<file path="config.mk">
export PLATFORM = sky130hd
export DESIGN_NAME = bank_sched_flat
export DESIGN_NICKNAME = d
export VERILOG_FILES = /design/src/rtl/bank_sched_pkg.sv /design/src/rtl/bank_sched_if.sv /design/src/rtl/bank_slot.sv /design/src/rtl/bank_sched.sv /design/src/flat_wrapper.sv
export SDC_FILE = /design/constraint.sdc
export NUM_CORES = 1
export LEC_CHECK = 0
export CORE_MARGIN = 2
export CORE_UTILIZATION = 57
export DETAILED_ROUTE_END_ITERATION = 10
export GPL_TIMING_DRIVEN = 0
export PLACE_DENSITY = 0.85
export SLEW_MARGIN = 10
export SYNTH_ARGS = -nofsm -noshare
export SYNTH_HDL_FRONTEND = slang
export SYNTH_SLANG_ARGS = --single-unit
</file>
<file path="constraint.sdc">
create_clock -name clk -period 2.6 [get_ports clk]
set_input_delay 0.39 -clock clk [delete_from_list [all_inputs] [get_ports clk]]
set_output_delay 0.39 -clock clk [all_outputs]
set_load 0.01 [all_outputs]
</file>
<file path="src/rtl/bank_sched_pkg.sv">
// Shared types for the two-bank DP/traceback scheduler: bank and FSM state
// encodings plus the default coordinate width.
package bank_sched_pkg;

    localparam int ADDR_W_DEF = 10;

    typedef enum logic [1:0] {
        FREE    = 2'd0,
        FILLED  = 2'd1,
        TRACING = 2'd2
    } bank_state_t;

    typedef enum logic [1:0] {
        IDLE    = 2'd0,
        LAUNCH  = 2'd1,
        RUN     = 2'd2,
        RELEASE = 2'd3
    } sched_state_t;

endpackage

</file>
<file path="src/rtl/bank_sched_if.sv">
// DP-side and traceback-side handshake bundle of bank_sched.
// master = scheduler, slave = the DP / traceback engines around it.
interface bank_sched_if #(
    parameter int ADDR_W = bank_sched_pkg::ADDR_W_DEF
);
    logic              dp_done_i;
    logic [ADDR_W-1:0] dp_max_x_i;
    logic [ADDR_W-1:0] dp_max_y_i;
    logic              dp_wr_bank_o;
    logic              dp_stall_o;
    logic              tb_valid_o;
    logic              tb_bank_o;
    logic [ADDR_W-1:0] tb_x_o;
    logic [ADDR_W-1:0] tb_y_o;
    logic              tb_busy_i;
    logic              tb_done_i;

    modport master (
        input  dp_done_i, dp_max_x_i, dp_max_y_i, tb_busy_i, tb_done_i,
        output dp_wr_bank_o, dp_stall_o, tb_valid_o, tb_bank_o, tb_x_o, tb_y_o
    );

    modport slave (
        output dp_done_i, dp_max_x_i, dp_max_y_i, tb_busy_i, tb_done_i,
        input  dp_wr_bank_o, dp_stall_o, tb_valid_o, tb_bank_o, tb_x_o, tb_y_o
    );
endinterface

</file>
<file path="src/rtl/bank_slot.sv">
// One score-matrix bank: occupancy state, latched max-score point and the
// fill-order tag used to pick the older bank when both are waiting.
module bank_slot
    import bank_sched_pkg::*;
#(
    parameter int ADDR_W = ADDR_W_DEF
) (
    input  logic              clk,
    input  logic              reset_i,
    input  logic              fill,
    input  logic              start,
    input  logic              free_req,
    input  logic [ADDR_W-1:0] fill_x,
    input  logic [ADDR_W-1:0] fill_y,
    input  logic              fill_tag,
    output bank_state_t       state,
    output logic [ADDR_W-1:0] x,
    output logic [ADDR_W-1:0] y,
    output logic              tag
);
    always_ff @(posedge clk or negedge reset_i) begin
        if (!reset_i) begin
            state <= FREE;
            x     <= '0;
            y     <= '0;
            tag   <= 1'b0;
        end else if (fill) begin
            state <= FILLED;
            x     <= fill_x;
            y     <= fill_y;
            tag   <= fill_tag;
        end else if (start) begin
            state <= TRACING;
        end else if (free_req) begin
            state <= FREE;
        end
    end
endmodule

</file>
<file path="src/rtl/bank_sched.sv">
// Ping-pong bank scheduler between the DP fill engine and the traceback engine.
// Optional traceback watchdog: define SCHED_TIMEOUT_EN (adds the tmo_o port).
module bank_sched
    import bank_sched_pkg::*;
#(
    parameter int ADDR_W      = ADDR_W_DEF,
    parameter int TIMEOUT_CYC = 4096
) (
    input  logic         clk,
    input  logic         reset_i,
    bank_sched_if.master bus,
    output logic         ovf_o,
    output logic [15:0]  job_cnt_o
`ifdef SCHED_TIMEOUT_EN
    ,
    output logic         tmo_o
`endif
);
    bank_state_t       st   [2];
    logic [ADDR_W-1:0] sx   [2];
    logic [ADDR_W-1:0] sy   [2];
    logic              stag [2];

    sched_state_t state, state_nx;
    logic wr_bank, fill_ctr, fill_seen, stall, accept;
    logic filled0, filled1, pick, launch_go, tmo_fire, tmo_job;
    logic unused_ok;

    // tb_busy_i is informational only; completion is signalled by tb_done_i.
    assign unused_ok = bus.tb_busy_i ^ (TIMEOUT_CYC > 0);

    assign stall            = (st[wr_bank] != FREE);
    assign accept           = bus.dp_done_i && !stall;
    assign bus.dp_stall_o   = stall;
    assign bus.dp_wr_bank_o = wr_bank;
    assign filled0          = (st[0] == FILLED);
    assign filled1          = (st[1] == FILLED);
    // fill_seen delays launch by one cycle after the first fill, giving the
    // three-cycle dp_done -> tb_valid latency.
    assign launch_go        = (state == IDLE) && fill_seen && (filled0 || filled1);

    for (genvar b = 0; b < 2; b++) begin : g_slot
        bank_slot #(.ADDR_W(ADDR_W)) u_slot (
            .clk      (clk),
            .reset_i  (reset_i),
            .fill     (accept && (wr_bank == 1'(b))),
            .start    ((state == LAUNCH) && (bus.tb_bank_o == 1'(b))),
            .free_req ((state == RELEASE) && (bus.tb_bank_o == 1'(b))),
            .fill_x   (bus.dp_max_x_i),
            .fill_y   (bus.dp_max_y_i),
            .fill_tag (fill_ctr),
            .state    (st[b]),
            .x        (sx[b]),
            .y        (sy[b]),
            .tag      (stag[b])
        );
    end

    // With both banks waiting, the older one carries the tag equal to the
    // current fill counter (the counter has flipped twice since it was filled).
    always_comb begin
        pick = filled1;
        if (filled0 && filled1)
            pick = (stag[0] != fill_ctr) && (stag[1] == fill_ctr);
    end

    always_comb begin
        state_nx = state;
        case (state)
            IDLE:    if (launch_go) state_nx = LAUNCH;
            LAUNCH:  state_nx = RUN;
            RUN:     if (bus.tb_done_i || tmo_fire) state_nx = RELEASE;
            RELEASE: state_nx = IDLE;
            default: state_nx = IDLE;
        endcase
    end

    always_ff @(posedge clk or negedge reset_i) begin
        if (!reset_i) begin
            state          <= IDLE;
            wr_bank        <= 1'b0;
            fill_ctr       <= 1'b0;
            fill_seen      <= 1'b0;
            ovf_o          <= 1'b0;
            job_cnt_o      <= '0;
            bus.tb_valid_o <= 1'b0;
            bus.tb_bank_o  <= 1'b0;
            bus.tb_x_o     <= '0;
            bus.tb_y_o     <= '0;
        end else begin
            state          <= state_nx;
            fill_seen      <= filled0 || filled1;
            bus.tb_valid_o <= (state_nx == LAUNCH) || (state_nx == RUN);
            if (accept) begin
                wr_bank  <= ~wr_bank;
                fill_ctr <= ~fill_ctr;
            end
            if (bus.dp_done_i && stall)
                ovf_o <= 1'b1;
            if (launch_go) begin
                bus.tb_bank_o <= pick;
                bus.tb_x_o    <= sx[pick];
                bus.tb_y_o    <= sy[pick];
            end
            if ((state == RELEASE) && !tmo_job)
                job_cnt_o <= job_cnt_o + 16'd1;
        end
    end

`ifdef SCHED_TIMEOUT_EN
    localparam int TMO_W = $clog2(TIMEOUT_CYC) + 1;
    logic [TMO_W-1:0] tmo_cnt;

    assign tmo_fire = (state == RUN) && !bus.tb_done_i &&
                      (tmo_cnt == TMO_W'(TIMEOUT_CYC - 1));

    always_ff @(posedge clk or negedge reset_i) begin
        if (!reset_i) begin
            tmo_cnt <= '0;
            tmo_job <= 1'b0;
            tmo_o   <= 1'b0;
        end else begin
            tmo_cnt <= (state == RUN) ? tmo_cnt + 1'b1 : '0;
            if (tmo_fire) begin
                tmo_job <= 1'b1;
                tmo_o   <= 1'b1;
            end else if (state == RELEASE) begin
                tmo_job <= 1'b0;
            end
        end
    end
`else
    assign tmo_fire = 1'b0;
    assign tmo_job  = 1'b0;
`endif

endmodule

</file>
<file path="src/flat_wrapper.sv">
// flat-port wrapper written by rule: the top's interface ports become plain ports
module bank_sched_flat import bank_sched_pkg::*;
#(
    parameter int ADDR_W      = ADDR_W_DEF,
    parameter int TIMEOUT_CYC = 4096
)
  (clk, reset_i, ovf_o, job_cnt_o, bus_dp_done_i, bus_dp_max_x_i, bus_dp_max_y_i, bus_tb_busy_i, bus_tb_done_i, bus_dp_wr_bank_o, bus_dp_stall_o, bus_tb_valid_o, bus_tb_bank_o, bus_tb_x_o, bus_tb_y_o);
  bank_sched_if #(.ADDR_W(ADDR_W)) bus_i ();
  input  logic clk;
  input  logic reset_i;
  output logic ovf_o;
  output logic [15:0] job_cnt_o;
  input wire logic [$bits(bus_i.dp_done_i)-1:0] bus_dp_done_i;
  input wire logic [$bits(bus_i.dp_max_x_i)-1:0] bus_dp_max_x_i;
  input wire logic [$bits(bus_i.dp_max_y_i)-1:0] bus_dp_max_y_i;
  input wire logic [$bits(bus_i.tb_busy_i)-1:0] bus_tb_busy_i;
  input wire logic [$bits(bus_i.tb_done_i)-1:0] bus_tb_done_i;
  output wire logic [$bits(bus_i.dp_wr_bank_o)-1:0] bus_dp_wr_bank_o;
  output wire logic [$bits(bus_i.dp_stall_o)-1:0] bus_dp_stall_o;
  output wire logic [$bits(bus_i.tb_valid_o)-1:0] bus_tb_valid_o;
  output wire logic [$bits(bus_i.tb_bank_o)-1:0] bus_tb_bank_o;
  output wire logic [$bits(bus_i.tb_x_o)-1:0] bus_tb_x_o;
  output wire logic [$bits(bus_i.tb_y_o)-1:0] bus_tb_y_o;
  assign bus_i.dp_done_i = bus_dp_done_i;
  assign bus_i.dp_max_x_i = bus_dp_max_x_i;
  assign bus_i.dp_max_y_i = bus_dp_max_y_i;
  assign bus_i.tb_busy_i = bus_tb_busy_i;
  assign bus_i.tb_done_i = bus_tb_done_i;
  assign bus_dp_wr_bank_o = bus_i.dp_wr_bank_o;
  assign bus_dp_stall_o = bus_i.dp_stall_o;
  assign bus_tb_valid_o = bus_i.tb_valid_o;
  assign bus_tb_bank_o = bus_i.tb_bank_o;
  assign bus_tb_x_o = bus_i.tb_x_o;
  assign bus_tb_y_o = bus_i.tb_y_o;
  bank_sched #(.ADDR_W(ADDR_W), .TIMEOUT_CYC(TIMEOUT_CYC)) u_core (.clk(clk), .reset_i(reset_i), .bus(bus_i), .ovf_o(ovf_o), .job_cnt_o(job_cnt_o));
endmodule
</file>
# Word level (Yosys, flattened, before mapping)
# Cells that the tools add are included.
[totals]
reg_bits = 90
inputBits = 25
out_inout_bits = 41
elab_cells = 73
[op_classes]
add_sub_neg = 1
magnitude_cmp = 2
eq_ne = 9
mux = 19
n_bitwise = 5
reduce_logical = 19
[op_table]
columns = ["cell", "n"]
rows = [
  ["$mux W10", 6],
  ["$mux W2", 11],
  ["$add A16 B1 Y16 const B", 1],
  ["$logic_and A1 B1 Y1", 12],
  ["$eq A2 B1 Y1 const B", 4],
  ["$pmux W2 S4", 1],
  ["$eq A2 B2 Y1 const B", 3],
  ["$reduce_bool A3 Y1", 2],
  ["$ge A2 B2 Y1 const B", 2],
  ["$not A1 Y2", 2],
  ["$not A1 Y1", 3],
  ["$logic_not A2 Y1", 1],
  ["$logic_or A1 B1 Y1", 2],
  ["$reduce_bool A2 Y1", 1],
  ["$eq A1 B1 Y1", 1],
  ["$logic_not A1 Y1", 1],
  ["$mux W1", 1],
  ["$ne A1 B1 Y1", 1],
]

# Logic depth before layout (Yosys ltp)
[logic_depth]
ltp_word = 9
ltp_mapped = 7
ltp_nobuf = 6

# By module
# From an unflattened synthesis, not the netlist that was laid out.
[unflattened]
cells_unflattened = 343
hier_area_um2 = 4157.7
[modules_own_cells]
columns = ["mod", "instances", "cells_each", "area_each_um2", "seq_area_each_um2"]
rows = [
  ["bank_sched", 1, 241, 2433.6, 1101.1],
  ["bank_slot", 2, 51, 862.1, 575.6],
]

# Least setup slack after synthesis
# Ideal clock, no wire load.
[synth_path]
path_kind = "reg2reg"
start = "reg u_core.g_slot[0].u_slot.state[1]"
end = "reg u_core.g_slot[0].u_slot.x[0]"
t_arrival_ns = 1.368
t_required_ns = 2.475
slack_ns = 1.107
path_stages_with_launch = 4
path_buffers = 1
synth_period_minus_slack_ns = 1.493
cell_sequence = "dfrtp_1 nor4b_4 buf_6 mux2_2"
[synth_between]
elab_chain_len = 7
[synth_rtl]
columns = ["element", "line_no", "source"]
rows = [
  ["from (decl)", "bank_slot.sv:16", "output bank_state_t state,"],
  ["from (signal assigned)", "bank_slot.sv:23", "state <= FREE;"],
  ["from (signal assigned)", "bank_slot.sv:28", "state <= FILLED;"],
  ["from (signal assigned)", "bank_slot.sv:33", "state <= TRACING;"],
  ["$mux W2 (implied by the code) (3 in series)", "bank_sched.sv:32", "assign stall = (st[wr_bank] != FREE);"],
  ["$reduce_bool A2 Y1", "bank_sched.sv:32", ""],
  ["$logic_not A1 Y1", "bank_sched.sv:33", "assign accept = bus.dp_done_i && !stall;"],
  ["$logic_and A1 B1 Y1", "bank_sched.sv:33", ""],
  ["$logic_and A1 B1 Y1", "bank_sched.sv:46", ".fill (accept && (wr_bank == 1'(b))),"],
  ["to (signal assigned)", "bank_slot.sv:29", "x <= fill_x;"],
  ["to (decl)", "bank_slot.sv:17", "output logic [ADDR_W-1:0] x,"],
]
# Every way passes these cells. The select of a mux whose other input is x is not followed.
# A chain may end at the register's enable or synchronous reset.

# Final worst setup path
[layout_path]
start = "reg u_core.wr_bank (netlist: u_core.bus.dp_wr_bank_o)"
end = "out bus_dp_stall_o"
[layout_between]
elab_chain_len = 5
[layout_rtl]
columns = ["element", "line_no", "source"]
rows = [
  ["from (decl)", "bank_sched.sv:25", "logic wr_bank, fill_ctr, fill_seen, stall, accept;"],
  ["from (signal assigned)", "bank_sched.sv:95", "wr_bank <= ~wr_bank;"],
  ["$not A1 Y2 (implied by the code)", "bank_sched.sv:32", ""],
  ["$mux W2 (implied by the code) (3 in series)", "bank_sched.sv:32", ""],
  ["$reduce_bool A2 Y1", "bank_sched.sv:32", ""],
  ["to (decl)", "flat_wrapper.sv:19", "output wire logic [$bits(bus_i.dp_stall_o)-1:0] bus_dp_stall_o;"],
]
# Every way passes these cells. The select of a mux whose other input is x is not followed.

==> impl_metrics.env <==
export IMPL_number_of_synthesized_flops_with_an_enable_pin=0
export IMPL_post_cts_resize_count=0
export IMPL_die_x_um=87.7
export IMPL_layout_commonest_cell="sky130_fd_sc_hd__dfrtp_1"
export IMPL_finalWeightedCongestion=0.759
export IMPL_synth_cell_types=31
export IMPL_most_common_layout_cells="sky130_fd_sc_hd__dfrtp_1 (90), sky130_fd_sc_hd__clkdlybuf4s50_1 (63), sky130_fd_sc_hd__nor3_1 (41)"
export IMPL_cp_end_kind="output port"
export IMPL_hold_path_class="in2async"
export IMPL_timing_rr_end="u_core.bus.tb_x_o[4]"
export IMPL_nets=446
export IMPL_total_congestion_overflow_after_global_routing=0
export IMPL_hpwlAfterDp_um=5900
export IMPL_fp_dieH_um=87.7
export IMPL_cts_tree="done"
export IMPL_cts_hold_fix_buffers=0
export IMPL_worstPathRequired_ns=2.21
export IMPL_grt_antenna_before_repair=0
export IMPL_ys_seq_area_share_pct=56.4
export IMPL_detail_route_vias_per_cell=5.79
export IMPL_yosys_warnings=0
export IMPL_clock_tree_htree_level_count=3
export IMPL_drtIter0Drc=211
export IMPL_rr_startpoint="u_core.state[0]"
export IMPL_layout_area_seq_um2=2250
export IMPL_grt_start_max_net_pins=47
export IMPL_critical_path_class="reg2out"
export IMPL_synth_async_reset_ratio_pct=100
export IMPL_powerDensity_nw_per_um2=956
export IMPL_tightestPinTransition_ns=0.579
export IMPL_maxSlewHeadroom_pct=61.4
export IMPL_layout_area_overhead_vs_synth_pct=25.2
export IMPL_timing_final_crit_share_pct=81.9
export IMPL_synthCells=339
export IMPL_setup_viol=0
export IMPL_synthesis_area_per_instance_um2=11.8
export IMPL_fin_skew_ns=0.00959
export IMPL_synth_area_um2=3990
export IMPL_grtUsageTotal_pct=25.1
export IMPL_timing_critical_path_from_type="register"
export IMPL_fin_tns_setup_ns=0
export IMPL_fin_hold_ws_ns=0.0255
export IMPL_routed_via_count=2988
export IMPL_grt_pass1_wl_um=14800
export IMPL_critical_path_cell_chain="nor3_1, a21oi_1, clkdlybuf4s50_1"
export IMPL_root_buffer="sky130_fd_sc_hd__clkbuf_8"
export IMPL_r2r_setup_slack_ns=0.69
export IMPL_final_max_slew_viols=0
export IMPL_core_area_um2=6790
export IMPL_max_freq_mhz=470
export IMPL_effective_utilization_at_floorplan_pct=58.7
export IMPL_number_of_fillers_in_the_final_layout=479
export IMPL_hold_viol_final=0
export IMPL_io_buffers=64
export IMPL_wire_per_inst_um=17.2
export IMPL_ant_nets=0
export IMPL_clockBufferDepth=2
export IMPL_synth_ff_latch_count=90
export IMPL_total_leakage_power_nw=2.20
export IMPL_status="complete, no violations"
export IMPL_maxCapViolCount=0
export IMPL_tritoncts_num_buffers=9
export IMPL_critical_path_max_fanout=6
export IMPL_multi_input_area_um2=1610
export IMPL_grt_pass1_vias=3002
export IMPL_router_iterations_before_antenna_repair=4
export IMPL_syn_nets=370
export IMPL_synth_top_flop_cell="sky130_fd_sc_hd__dfrtp_1"
export IMPL_cts_clk_slew_worst_paths_ns=0.09
export IMPL_drive_above_1_share_pct=18.3
export IMPL_drc_errors=0
export IMPL_antenna_diode_count=0
export IMPL_post_cts_buffers=0
export IMPL_crit_path_arrival_time_ns=1.74
export IMPL_power_mw=4.77
export IMPL_cts_sink_count=90
export IMPL_critical_path_max_stage_delay_ns=0.59
export IMPL_number_of_core_rows=30
export IMPL_worstSkewPairLatency_ns=0.36
export IMPL_boundaryPins=66
export IMPL_floorplan_die_area_um2=7690
export IMPL_reg2reg_depth=6
export IMPL_rsz0062_at_grt="no"
export IMPL_cp_slowest_cell="sky130_fd_sc_hd__clkdlybuf4s50_1"
export IMPL_period_minus_slack_ns=2.13
export IMPL_ir_worst_vdd_uv=543
export IMPL_postRouteWirelength_um=8850
## per-layer routing
layer | vias to the layer above | part of all wire (%) | global-route usage, %
li1 | 1372 | - | -
met1 | 1510 | 43 | 34.4
met2 | 93 | 51 | 40.4
met3 | 13 | 5.5 | 5.00
met4 | 0 | 1.1 | 8.67
met5 | - | 0 | 0
## final cells by class
cell class / instances / area share [%]
sequential: 90 / 45.1
multi-input combinational: 225 / 32.2
timing repair buffer: 65 / 13.2
clock buffer: 10 / 2.75
tap: 96 / 2.40
buffer: 20 / 2.30
clock inverter: 6 / 1.78
inverter: 4 / 0.301
## worst max-delay path by stage
stage	start	to	slack (ns)	cells after the start
finish	u_core.bus.dp_wr_bank_o	bus_dp_stall_o	0.47	3
global route	u_core.g_slot[0].u_slot.state[0]	bus_dp_stall_o	0.31	3
CTS	u_core.g_slot[0].u_slot.state[1]	bus_dp_stall_o	0.45	3
detailed placement	bus_dp_done_i	u_core.g_slot[0].u_slot.x[0]	0.44	4
global placement	reset_i	u_core.g_slot[0].u_slot.x[1]	-2.03	1
floorplan	u_core.g_slot[0].u_slot.state[1]	u_core.g_slot[0].u_slot.x[0]	1.11	3
## power breakdown
part / internal, mW / switching (mW)
registers: 1.81 / 0.355
clock network: 0.569 / 0.508
logic: 0.834 / 0.698
total: 3.21 / 1.56
## sequential cells by signal, indices dropped and copies added, names as in the netlist
register / flops
u_core.g_slot.u_slot.x: 20
u_core.g_slot.u_slot.y: 20
u_core.job_cnt_o: 16
u_core.bus.tb_x_o: 10
u_core.bus.tb_y_o: 10
u_core.g_slot.u_slot.state: 4
u_core.g_slot.u_slot.tag: 2
u_core.state: 2
u_core.bus.dp_wr_bank_o: 1
u_core.bus.tb_bank_o: 1
u_core.bus.tb_valid_o: 1
u_core.fill_ctr: 1
u_core.fill_seen: 1
u_core.ovf_o: 1
## cell usage after synthesis (2+ instances only)
library cell | count | area, um^2
sky130_fd_sc_hd__nor4_1 | 16 | 100
sky130_fd_sc_hd__inv_1 | 4 | 15.0
sky130_fd_sc_hd__nand2_1 | 12 | 45.0
sky130_fd_sc_hd__buf_4 | 3 | 22.5
sky130_fd_sc_hd__ha_1 | 6 | 75.1
sky130_fd_sc_hd__buf_6 | 2 | 22.5
sky130_fd_sc_hd__o21ai_0 | 5 | 25.0
sky130_fd_sc_hd__nor2_1 | 27 | 101
sky130_fd_sc_hd__nand2b_1 | 7 | 43.8
sky130_fd_sc_hd__clkbuf_1 | 4 | 15.0
sky130_fd_sc_hd__and3_1 | 4 | 25.0
sky130_fd_sc_hd__o22ai_1 | 21 | 131
sky130_fd_sc_hd__nand3_1 | 3 | 15.0
sky130_fd_sc_hd__a21o_1 | 4 | 30.0
sky130_fd_sc_hd__dfrtp_1 | 90 | 2250
sky130_fd_sc_hd__mux2_2 | 36 | 405
sky130_fd_sc_hd__nand4_1 | 5 | 31.3
sky130_fd_sc_hd__xor2_1 | 5 | 43.8
sky130_fd_sc_hd__buf_2 | 11 | 55.1
sky130_fd_sc_hd__xnor2_1 | 12 | 105
sky130_fd_sc_hd__a21oi_1 | 2 | 10.0
sky130_fd_sc_hd__nand4b_1 | 2 | 17.5
sky130_fd_sc_hd__nor3_1 | 41 | 205
sky130_fd_sc_hd__mux2_1 | 7 | 78.8
sky130_fd_sc_hd__nor4_2 | 4 | 50.1
## through the flow
stage	instances	utilization (%)	instance area (um^2)	worst slack, ns
2_1_floorplan	339	-	3990	1.11
3_3_place_gp	499	69.9	4750	-2.03
3_5_place_dp	500	70.2	4770	0.441
4_1_cts	516	73.5	5000	0.448
5_1_grt	516	73.5	5000	0.307
6_report	516	73.5	5000	0.470
## worst max-delay path: cells and delay by family, from the launching register on
kind,cells,cell delay [ns]
DFF,1,0.48
AOI/OAI and AO/OA,1,0.24
and+or+nand+nor,1,0.07
buffers and inverters,1,0.59
## cell families after synthesis
family	after synthesis	share of synthesized area (%)
fa+ha+maj	6	1.88
xor+xnor	17	3.73
buf+inv	24	3.26
simple gates	123	16.7
flops	90	56.4
mux	43	12.1
compound gates	36	5.86
Note: power is estimated with default switching activity, not from simulation.
